### config.mk
export PLATFORM = sky130hd
export DESIGN_NAME = sprite_cmd_queue
export DESIGN_NICKNAME = d
export VERILOG_FILES = /design/src/rtl/sprite_cmd_pkg.sv /design/src/rtl/sync_fifo.sv /design/src/rtl/sprite_cmd_queue.sv
export SDC_FILE = /design/constraint.sdc
export NUM_CORES = 1
export LEC_CHECK = 0
export BUFFER_PORTS_ARGS = -buffer_cell sky130_fd_sc_hd__clkbuf_2
export CAP_MARGIN = 0
export CELL_PAD_IN_SITES_DETAIL_PLACEMENT = 1
export CELL_PAD_IN_SITES_GLOBAL_PLACEMENT = 1
export CORE_ASPECT_RATIO = 1.4
export CORE_MARGIN = 2
export CORE_UTILIZATION = 30
export CTS_CLUSTER_SIZE = 30
export DETAILED_ROUTE_END_ITERATION = 8
export PLACE_DENSITY = 0.5
export SYNTH_ARGS = -nofsm -noshare
export SYNTH_HDL_FRONTEND = slang
export SYNTH_SLANG_ARGS = --single-unit
### constraint.sdc
create_clock -name clk -period 4.75 [get_ports clk]
set_input_delay 0.2375 -clock clk [delete_from_list [all_inputs] [get_ports clk]]
set_output_delay 0.2375 -clock clk [all_outputs]
set_load 0.02 [all_outputs]
### src/rtl/sprite_cmd_pkg.sv
// rtl/sprite_cmd_pkg.sv - sprite command word layout, info codes and queue FSM states
package sprite_cmd_pkg;

   localparam int DEPTH_DEFAULT = 32;

   // Sprite command word field positions
   localparam int SUB_COMP_MSB   = 31;
   localparam int SUB_COMP_LSB   = 26;
   localparam int CHILD_COMP_MSB = 25;
   localparam int CHILD_COMP_LSB = 21;
   localparam int INFO_MSB       = 20;
   localparam int INFO_LSB       = 17;
   localparam int INPUT_TYPE_MSB = 16;
   localparam int INPUT_TYPE_LSB = 14;
   localparam int BUF_SEL_BIT    = 13;
   localparam int INPUT_MSG_MSB  = 12;
   localparam int INPUT_MSG_LSB  = 0;

   localparam logic [3:0] INFO_WRITE = 4'b0001;
   localparam logic [3:0] INFO_SWAP  = 4'b1111;

   // Queue entries carry the command word plus a commit-marker flag on top
   localparam int ENTRY_W    = 33;
   localparam int MARKER_BIT = 32;

   typedef enum logic [1:0] {
      ST_IDLE,
      ST_ISSUE,
      ST_WAIT_VB
   } state_t;

   // Swap broadcast: only info and the newly selected buffer are non-zero
   function automatic logic [31:0] swap_word(input logic new_front);
      logic [31:0] w;
      w = '0;
      w[INFO_MSB:INFO_LSB] = INFO_SWAP;
      w[BUF_SEL_BIT]       = new_front;
      return w;
   endfunction

endpackage

### src/rtl/sync_fifo.sv
// rtl/sync_fifo.sv - show-ahead synchronous FIFO with occupancy level
module sync_fifo #(
   parameter int WIDTH = 33,
   parameter int DEPTH = 32
) (
   input  logic                     clk,
   input  logic                     resetn,
   input  logic                     i_push,
   input  logic [WIDTH-1:0]         i_push_data,
   input  logic                     i_pop,
   output logic [WIDTH-1:0]         o_head,
   output logic                     o_full,
   output logic                     o_empty,
   output logic [$clog2(DEPTH):0]   o_level
);

   localparam int AW = $clog2(DEPTH);
   localparam logic [AW:0] FULL_LVL = (AW+1)'(DEPTH);

   logic [WIDTH-1:0] r_mem [DEPTH];
   logic [AW-1:0]    r_wr_ptr;
   logic [AW-1:0]    r_rd_ptr;
   logic [AW:0]      r_count;
   logic             w_push;
   logic             w_pop;

   assign w_push  = i_push & ~o_full;
   assign w_pop   = i_pop & ~o_empty;
   assign o_full  = (r_count == FULL_LVL);
   assign o_empty = (r_count == '0);
   assign o_level = r_count;
   assign o_head  = r_mem[r_rd_ptr];

   // Pointer and occupancy bookkeeping; reset drops all queued entries
   always_ff @(posedge clk) begin
      if (!resetn) begin
         r_wr_ptr <= '0;
         r_rd_ptr <= '0;
         r_count  <= '0;
      end else begin
         if (w_push) r_wr_ptr <= r_wr_ptr + 1'b1;
         if (w_pop)  r_rd_ptr <= r_rd_ptr + 1'b1;
         r_count <= r_count + (AW+1)'(w_push) - (AW+1)'(w_pop);
      end
   end

   // Storage array; contents need no reset since pointers define validity
   always_ff @(posedge clk) begin
      if (w_push) r_mem[r_wr_ptr] <= i_push_data;
   end

endmodule

### src/rtl/sprite_cmd_queue.sv
// rtl/sprite_cmd_queue.sv - CPU sprite command queue with vblank-synchronised buffer swap
module sprite_cmd_queue
   import sprite_cmd_pkg::*;
#(
   parameter int DEPTH       = DEPTH_DEFAULT,
   parameter int VBLANK_LINE = 480
) (
   input  logic                     clk,
   input  logic                     reset,
   input  logic                     chipselect,
   input  logic                     write,
   input  logic                     address,
   input  logic [31:0]              writedata,
   output logic                     waitrequest,
   input  logic [9:0]               hcount,
   input  logic [9:0]               vcount,
   output logic [31:0]              cmd_out,
   output logic                     front_buffer,
   output logic                     frame_done,
   output logic [$clog2(DEPTH):0]   fifo_level
);

   localparam int LW = $clog2(DEPTH) + 1;
   localparam logic [9:0] VB_LINE = 10'(VBLANK_LINE);

   state_t             r_state;
   state_t             w_next;
   logic [31:0]        r_cmd;
   logic [31:0]        w_cmd_next;
   logic               r_front;
   logic               r_frame_done;
   logic               w_swap;
   logic               w_pop;
   logic               w_accept;
   logic               w_push;
   logic [ENTRY_W-1:0] w_push_data;
   logic [31:0]        w_cmd_word;
   logic [ENTRY_W-1:0] w_head;
   logic               w_full;
   logic               w_empty;
   logic [LW-1:0]      w_level;
   logic               w_strobe;

   assign waitrequest  = w_full;
   assign cmd_out      = r_cmd;
   assign front_buffer = r_front;
   assign frame_done   = r_frame_done;
   assign fifo_level   = w_level;
   assign w_strobe     = (hcount == 10'd0) && (vcount == VB_LINE);
   assign w_accept     = chipselect & write & ~w_full;

   // Commands are retargeted to the back buffer; CPU swap requests are dropped
   always_comb begin
      w_cmd_word              = writedata;
      w_cmd_word[BUF_SEL_BIT] = ~r_front;
      w_push                  = 1'b0;
      w_push_data             = {1'b0, w_cmd_word};
      if (w_accept) begin
         if (address) begin
            w_push      = 1'b1;
            w_push_data = {1'b1, 32'h0};
         end else begin
            w_push = (writedata[INFO_MSB:INFO_LSB] != INFO_SWAP);
         end
      end
   end

   sync_fifo #(
      .WIDTH (ENTRY_W),
      .DEPTH (DEPTH)
   ) u_fifo (
      .clk         (clk),
      .resetn      (reset),
      .i_push      (w_push),
      .i_push_data (w_push_data),
      .i_pop       (w_pop),
      .o_head      (w_head),
      .o_full      (w_full),
      .o_empty     (w_empty),
      .o_level     (w_level)
   );

   // Issue decision: drain commands, park on a marker until the vblank strobe
   always_comb begin
      w_next     = r_state;
      w_pop      = 1'b0;
      w_cmd_next = 32'h0;
      w_swap     = 1'b0;
      case (r_state)
         ST_IDLE, ST_ISSUE: begin
            if (w_empty) begin
               w_next = ST_IDLE;
            end else if (w_head[MARKER_BIT]) begin
               if (w_strobe) w_swap = 1'b1;
               else          w_next = ST_WAIT_VB;
            end else begin
               w_pop      = 1'b1;
               w_cmd_next = w_head[31:0];
               w_next     = ST_ISSUE;
            end
         end
         ST_WAIT_VB: begin
            if (w_strobe) w_swap = 1'b1;
         end
         default: w_next = ST_IDLE;
      endcase
      if (w_swap) begin
         w_pop      = 1'b1;
         w_cmd_next = swap_word(~r_front);
         w_next     = ((w_level > LW'(1)) || w_push) ? ST_ISSUE : ST_IDLE;
      end
   end

   // State, broadcast word and front-buffer registers
   always_ff @(posedge clk) begin
      if (!reset) begin
         r_state      <= ST_IDLE;
         r_cmd        <= 32'h0;
         r_front      <= 1'b0;
         r_frame_done <= 1'b0;
      end else begin
         r_state      <= w_next;
         r_cmd        <= w_cmd_next;
         r_frame_done <= w_swap;
         if (w_swap) r_front <= ~r_front;
      end
   end

endmodule

# Word-level counts from Yosys, hierarchy flattened
# Memories as Yosys holds them, arrays and structs flattened. A register that Yosys moved wholly into a read port is not among the register bits.
# Index checks and enable logic that the tools add are counted.
[word_totals]
latchBits = 0
input_bits = 57
rom_bits = 0
elab_cells = 64
reg_bits = 52
output_inout_bits = 41
ramBits = 1056
memories = 1
[mem_list]
columns = ["memory", "depth", "width", "rd", "rd_clocked_by_memory_dff", "wr", "line_no", "text"]
rows = [
  ["u_fifo.r_mem", 32, 33, 1, 1, 1, "sync_fifo.sv:20", "logic [WIDTH-1:0] r_mem [DEPTH];"],
]
[classes]
n_eq_ne = 7
mul = 0
n_reduce_logical = 8
muxes = 26
shifts = 0
addsub = 4
order_cmp = 1
n_div = 0
bitwise_logic = 9
[op_table]
columns = ["op", "n"]
rows = [
  ["two-way mux 21 bit", 4],
  ["two-way mux 33 bit", 2],
  ["two-way mux 1 bit", 12],
  ["adder 5 x 1 -> 5 bit, second input constant", 2],
  ["equality test 10 x 9 -> 1 bit, second input constant", 1],
  ["logical NOT 10 bit", 1],
  ["two-way mux 5 bit", 2],
  ["two-way mux 2 bit", 4],
  ["adder 6 x 1 -> 6 bit", 1],
  ["equality test 6 bit, second input constant", 1],
  ["greater-than comparator 6 x 1 -> 1 bit, second input constant", 1],
  ["logical NOT 6 bit", 1],
  ["subtractor 6 x 1 -> 6 bit", 1],
  ["!= test 5 bit, second input constant", 1],
  ["inverter 1 bit", 5],
  ["OR reduction 5 bit", 1],
  ["bitwise AND 1 bit", 4],
  ["!= test 4 bit, second input constant", 1],
  ["case mux 2 bit (2 select lines)", 1],
  ["equality test 2 x 1 -> 1 bit, second input constant", 1],
  ["equality test 2 bit, second input constant", 1],
  ["logical NOT 2 bit", 1],
  ["!= test 2 bit, second input constant", 1],
  ["case mux 1 bit (2 select lines)", 1],
  ["4 further kinds", 4],
]

# Longest topological paths before layout
[logic_depth]
depth_word = 10
depth_mapped = 18
mapped_depth_nobuf = 16

# Hierarchy
# A second synthesis with hierarchy kept.
[hier_totals]
cells_unflattened = 2242
hier_area_um2 = 42894.9
[modules_own_cells]
columns = ["module", "cells_each", "area_each_um2", "n_inst", "seq_area_each_um2"]
rows = [
  ["sync_fifo", 2097, 41524.8, 1, 32130.8],
  ["sprite_cmd_queue", 145, 1370.1, 1, 720.7],
]

# Worst setup path after synthesis
# No wires, ideal clock.
[synth_timing]
path_kind = "register to register"
from = "register u_fifo.r_count[2], in the netlist u_fifo.o_level[2]"
to = "memory u_fifo.r_mem[31][0], enable pin"
arrival_ns = 3.142
t_required_ns = 4.327
stages_incl_launch_ff = 10
period_less_slack_ns = 3.565
path_slack_ns = 1.185
setup_ns = 0.423
n_path_buf = 2
cell_sequence = "dfxtp_1 -> inv_1 -> ha_1 -> nor3b_1 -> nand2_1 -> o2111a_1 -> clkbuf_1 -> nand2_1 -> buf_2 -> nor2_1"
[synth_between]
elab_chain_cells = 7
[synth_rtl]
columns = ["item", "line_no", "text"]
rows = [
  ["start, declared", "sync_fifo.sv:23", "logic [AW:0] r_count;"],
  ["start signal, assigned", "sync_fifo.sv:43", "r_count <= r_count + (AW+1)'(w_push) - (AW+1)'(w_pop);"],
  ["equality test 6 bit (*)", "sync_fifo.sv:29", "assign o_full = (r_count == FULL_LVL);"],
  ["inverter 1 bit (*)", "sync_fifo.sv:27, sprite_cmd_queue.sv:50", ""],
  ["bitwise AND 1 bit", "sprite_cmd_queue.sv:50", "assign w_accept = chipselect & write & ~w_full;"],
  ["two-way mux 1 bit", "sprite_cmd_queue.sv:58", "if (w_accept) begin"],
  ["bitwise AND 1 bit (*)", "sync_fifo.sv:27", "assign w_push = i_push & ~o_full;"],
  ["named net u_fifo.w_push", "sync_fifo.sv:24", "logic w_push;"],
  ["two-way mux 1 bit (*)", "sync_fifo.sv:49", "if (w_push) r_mem[r_wr_ptr] <= i_push_data;"],
  ["two-way mux 1 bit (not written as such) (*)", "sync_fifo.sv:49", ""],
  ["end, declared", "sync_fifo.sv:20", ""],
]
# Mark *: on every way through the listed nets, which the timed path passes. The rest lies on a longest branch.

==> metrics list <==
- Boundary pin count: 98
- Max-cap violations in this run came to 0.
* CTS resizes: 0
* Unrepaired setup endpoints after global routing: no
- Once layout is complete, the cells apart from fillers number 4,010.
- Worst hold-check path type: in -> reg
- Level count of the clock H-tree: 3
- The worst setup path is captured at a flop.
- Dominant cell type by area after synthesis: edfxtp_1
- Cell at the root of the clock tree: clkbuf_16
* Number of clock sinks seen by CTS: 1,113
- The largest single stage delay on the critical path is 740 ps.
- Via count of the first global-routing pass: 21,936
- Combined flip-flop and latch cell area: 0.0329 mm^2
- Summed over all failing endpoints, the final setup total negative slack is 0 ps.
- Final non-filler cell area: 0.0494 mm^2
- Headroom to the max-slew limit came out at 0.172.
- Clock latency on the worst-skew pair: 730 ps
- In this run the core area contains 163 standard-cell rows.
- Clock transition at the registers of the reported paths: 60 ps
- Arrival time reported for the critical path endpoint: 4340 ps
* Count of TritonRoute iterations in the first routing pass: 5
* Fraction of final layout cells with drive strength greater than 1: 0.321
* WL per Instance: 29.2 um
* Final weighted congestion in routability-driven placement: 0.742
- No sink is reached through more buffers than the 3 on the longest clock path.
* Highest Clock Rate: 266 MHz
* Transition at the pin with the smallest max-transition slack: 1240 ps
- The most used flip-flop cell after synthesis is edfxtp_1.
- Worst Hold Depth: 4
- CP max-delay cell: buf_4
* Routed Wire Length: 117 mm
* Synth-to-layout area growth: 16.1%
- The layout has 13,631 filler cells.
- Effective utilization at floorplan: 0.302
- Sorting the synthesized cells by area gives the leading types as edfxtp_1, mux4_2, dfxtp_1, mux2i_1, buf_2.
- The floorplan step defined a die boundary enclosing 0.145 mm^2.
- Final Hold Fails: 0
- Startpoint kind of the worst setup timing path: flop
* CP dominant cell by count: mux4_2
- After legalization and detailed placement, the total HPWL measured 58.5 mm.
* Wire length of the first global-routing pass: 166 mm
* Pin count of the biggest net entering global routing: 100
- At the placement stage, the worst setup path has a slack of 820 ps.
- The worst setup path is of the reg -> reg kind.
- The share of the Yosys chip area taken by registers is 0.772.
- The worst path in the final design needs a cycle of 3750 ps, including I/O delays and setup.
* Number of max-slew violations in the final report: 0
* Core Box Area: 0.141 mm^2
- Residual overflow from global routing: 0
- Number of antenna violations at the first check in global routing: 3
- The number of nets handed over by synthesis was 1,904.
- IR drop worst, VDD: 0.000319 V
- Synthesis produced a netlist whose cell count is 1,832.
- Dividing the detail-routed via count by the number of cells gives 4.94.
- The placed instances occupy a cell area of 0.0458 mm^2.
- After the first detailed-routing iteration, the DRC count stood at 2,037.
- TritonCTS built the clock tree.
- Post-CTS Hold Fix Bufs: 0
* Setup-failing EPs final: 0
- The average instance in the mapped netlist occupies 23.2 um^2.
* Worst-case clock skew: 34.0 ps
* Number of library cell types mapped by synthesis: 52
* Post-CTS setup buffer count: 0
- The share of synthesized area in the top cell type comes to 0.745.
* Total DRC errors in the routed layout: 0
- CTS Buf Count: 115
- At the worst endpoint, the required time is 5330 ps.
- Across every metal layer, demand over resource in global routing totals 0.163.
* Setup slack, reg-to-reg: 1000 ps
* Area used by multi-input combinational logic: 0.00940 mm^2
- Final worst slack: 996 ps
* Number of enable flip-flop cells after synthesis: 1,056
- Finished Core Util: 0.350
- Total placed cells including tap cells: 3,789
- Final clock period utilization by the worst path: 0.790
* Path depth of the worst reg2reg path: 6
- Power density of the placed cells: 499 mW/mm^2
* Count of state elements after synthesis: 1,113
- From bottom edge to top edge, the die measures 450 um.
- Port-buffer cells: 96
* Post-Syn Area: 0.0425 mm^2
* Antenna Nets Post-Route: 0
* Tot Pwr: 24.6 mW
- CP Cell Sequence: buf_12 > buf_4 > mux4_2 > mux4_2 > mux2i_1 > nor2_1
* Post-route worst hold slack: 100 ps
- During synthesis, Yosys emitted a total of 0 warnings.
- Final layout net count: 2,081
- Counting flops with an async set or reset pin after synthesis yields a share of 0.
- Summed over all cells, the static leakage comes to 14.9 nW.
- The flow ran to the end, and the final reports show no timing, DRC or antenna violations.
- Die span in x: 322 um
* End of the critical path: cmd_out[1]
- Maximum fanout count along the critical path: 80
- The routed layout has 19,829 vias.
* Capturing point of the worst reg2reg path: cmd_out[1]
worst min-delay path by stage:
| stage | slack [ps] | end | from |
|---|---|---|---|
| after floorplan | 450 | flop | u_fifo.r_rd_ptr[4] |
| after global routing | 150 | r_state[1] | hcount[3] |
| final | 100 | r_state[1] | hcount[3] |
| after global placement | 450 | flop | u_fifo.r_rd_ptr[4] |
| after detailed placement | 490 | flop | u_fifo.r_rd_ptr[4] |
| after CTS | 50 | r_state[1] | hcount[3] |
critical path, delay by kind of cell, from the launching register on:
family        cells  cell delay (ps)
mux               3             1630
buf+inv           2             1290
flops             1              530
simple gates      1              110
report_power, final:
part	switching, mW	leakage, nW	internal, mW
combinational	2.43	3.13	2.36
clock	3.77	1.76	4.88
sequential	0.177	10.0	11.0
total	6.38	14.9	18.2
state kept, by name, indices dropped and copies added, names as in the netlist, named ones only:
| signal | cells |
|---|---|
| cmd_out | 32 |
| frame_done | 1 |
| front_buffer | 1 |
| r_state | 2 |
| u_fifo.o_level | 6 |
| u_fifo.r_mem | 1056 |
| u_fifo.r_rd_ptr | 5 |
| u_fifo.r_wr_ptr | 5 |
logic make-up (layout without fill, tap and decap cells):
| group | count (synthesis) | count (layout) | share of synthesized area |
|---|---|---|---|
| buffers and inverters | 109 | 389 | 0.0126 |
| DFF | 1113 | 1113 | 0.772 |
| xor gates and xnor gates | 6 | 6 | 0.00124 |
| other | 0 | 1 | 0 |
| adders and majority gates | 15 | 15 | 0.00459 |
| and+or+nand+nor | 180 | 180 | 0.0216 |
| AOI/OAI and AO/OA | 37 | 37 | 0.00597 |
| muxes | 372 | 372 | 0.182 |
cells in the mapped netlist, drive strengths merged (12+ instances only):
cell type,n
mux4,320
nand3,12
inv,16
edfxtp,1056
mux2i,52
buf,66
clkbuf,27
nand2,19
and2,41
nor2,68
dfxtp,57
ha,14
metal layers:
metal / track usage / part of all wire
met2: 0.273 / 0.50
met4: 0.0404 / 0.017
met1: 0.226 / 0.44
met3: 0.0212 / 0.044
met5: 0 / 0
cell usage in the layout (no fill, tap or decap), types with 4 or more instances in the layout:
cell / instances
mux2i_1: 52
dfxtp_4: 5
o211ai_1: 5
ha_1: 14
inv_1: 16
nor2_1: 36
clkbuf_1: 41
a22oi_1: 4
mux4_2: 320
dfxtp_1: 52
clkbuf_2: 96
clkbuf_8: 12
and2_1: 41
nand2b_1: 7
nor2b_1: 5
nand2_1: 19
nor2_4: 32
edfxtp_1: 1056
buf_12: 14
buf_4: 43
o21ai_0: 7
xnor2_1: 4
nand3_1: 11
a21oi_1: 7
clkinvlp_4: 4
clkinv_2: 21
clkbuf_16: 117
clkinv_1: 16
cell type report:
class                      instances  area share
antenna                            1   0.0000507
clock buffer                     170      0.0657
clock inverter                    50     0.00714
inverter                          16     0.00122
multi-input combinational        610       0.190
sequential                      1113       0.666
tap                             1897      0.0481
timing repair buffer             153      0.0219
(Power assumes the default switching activity.)
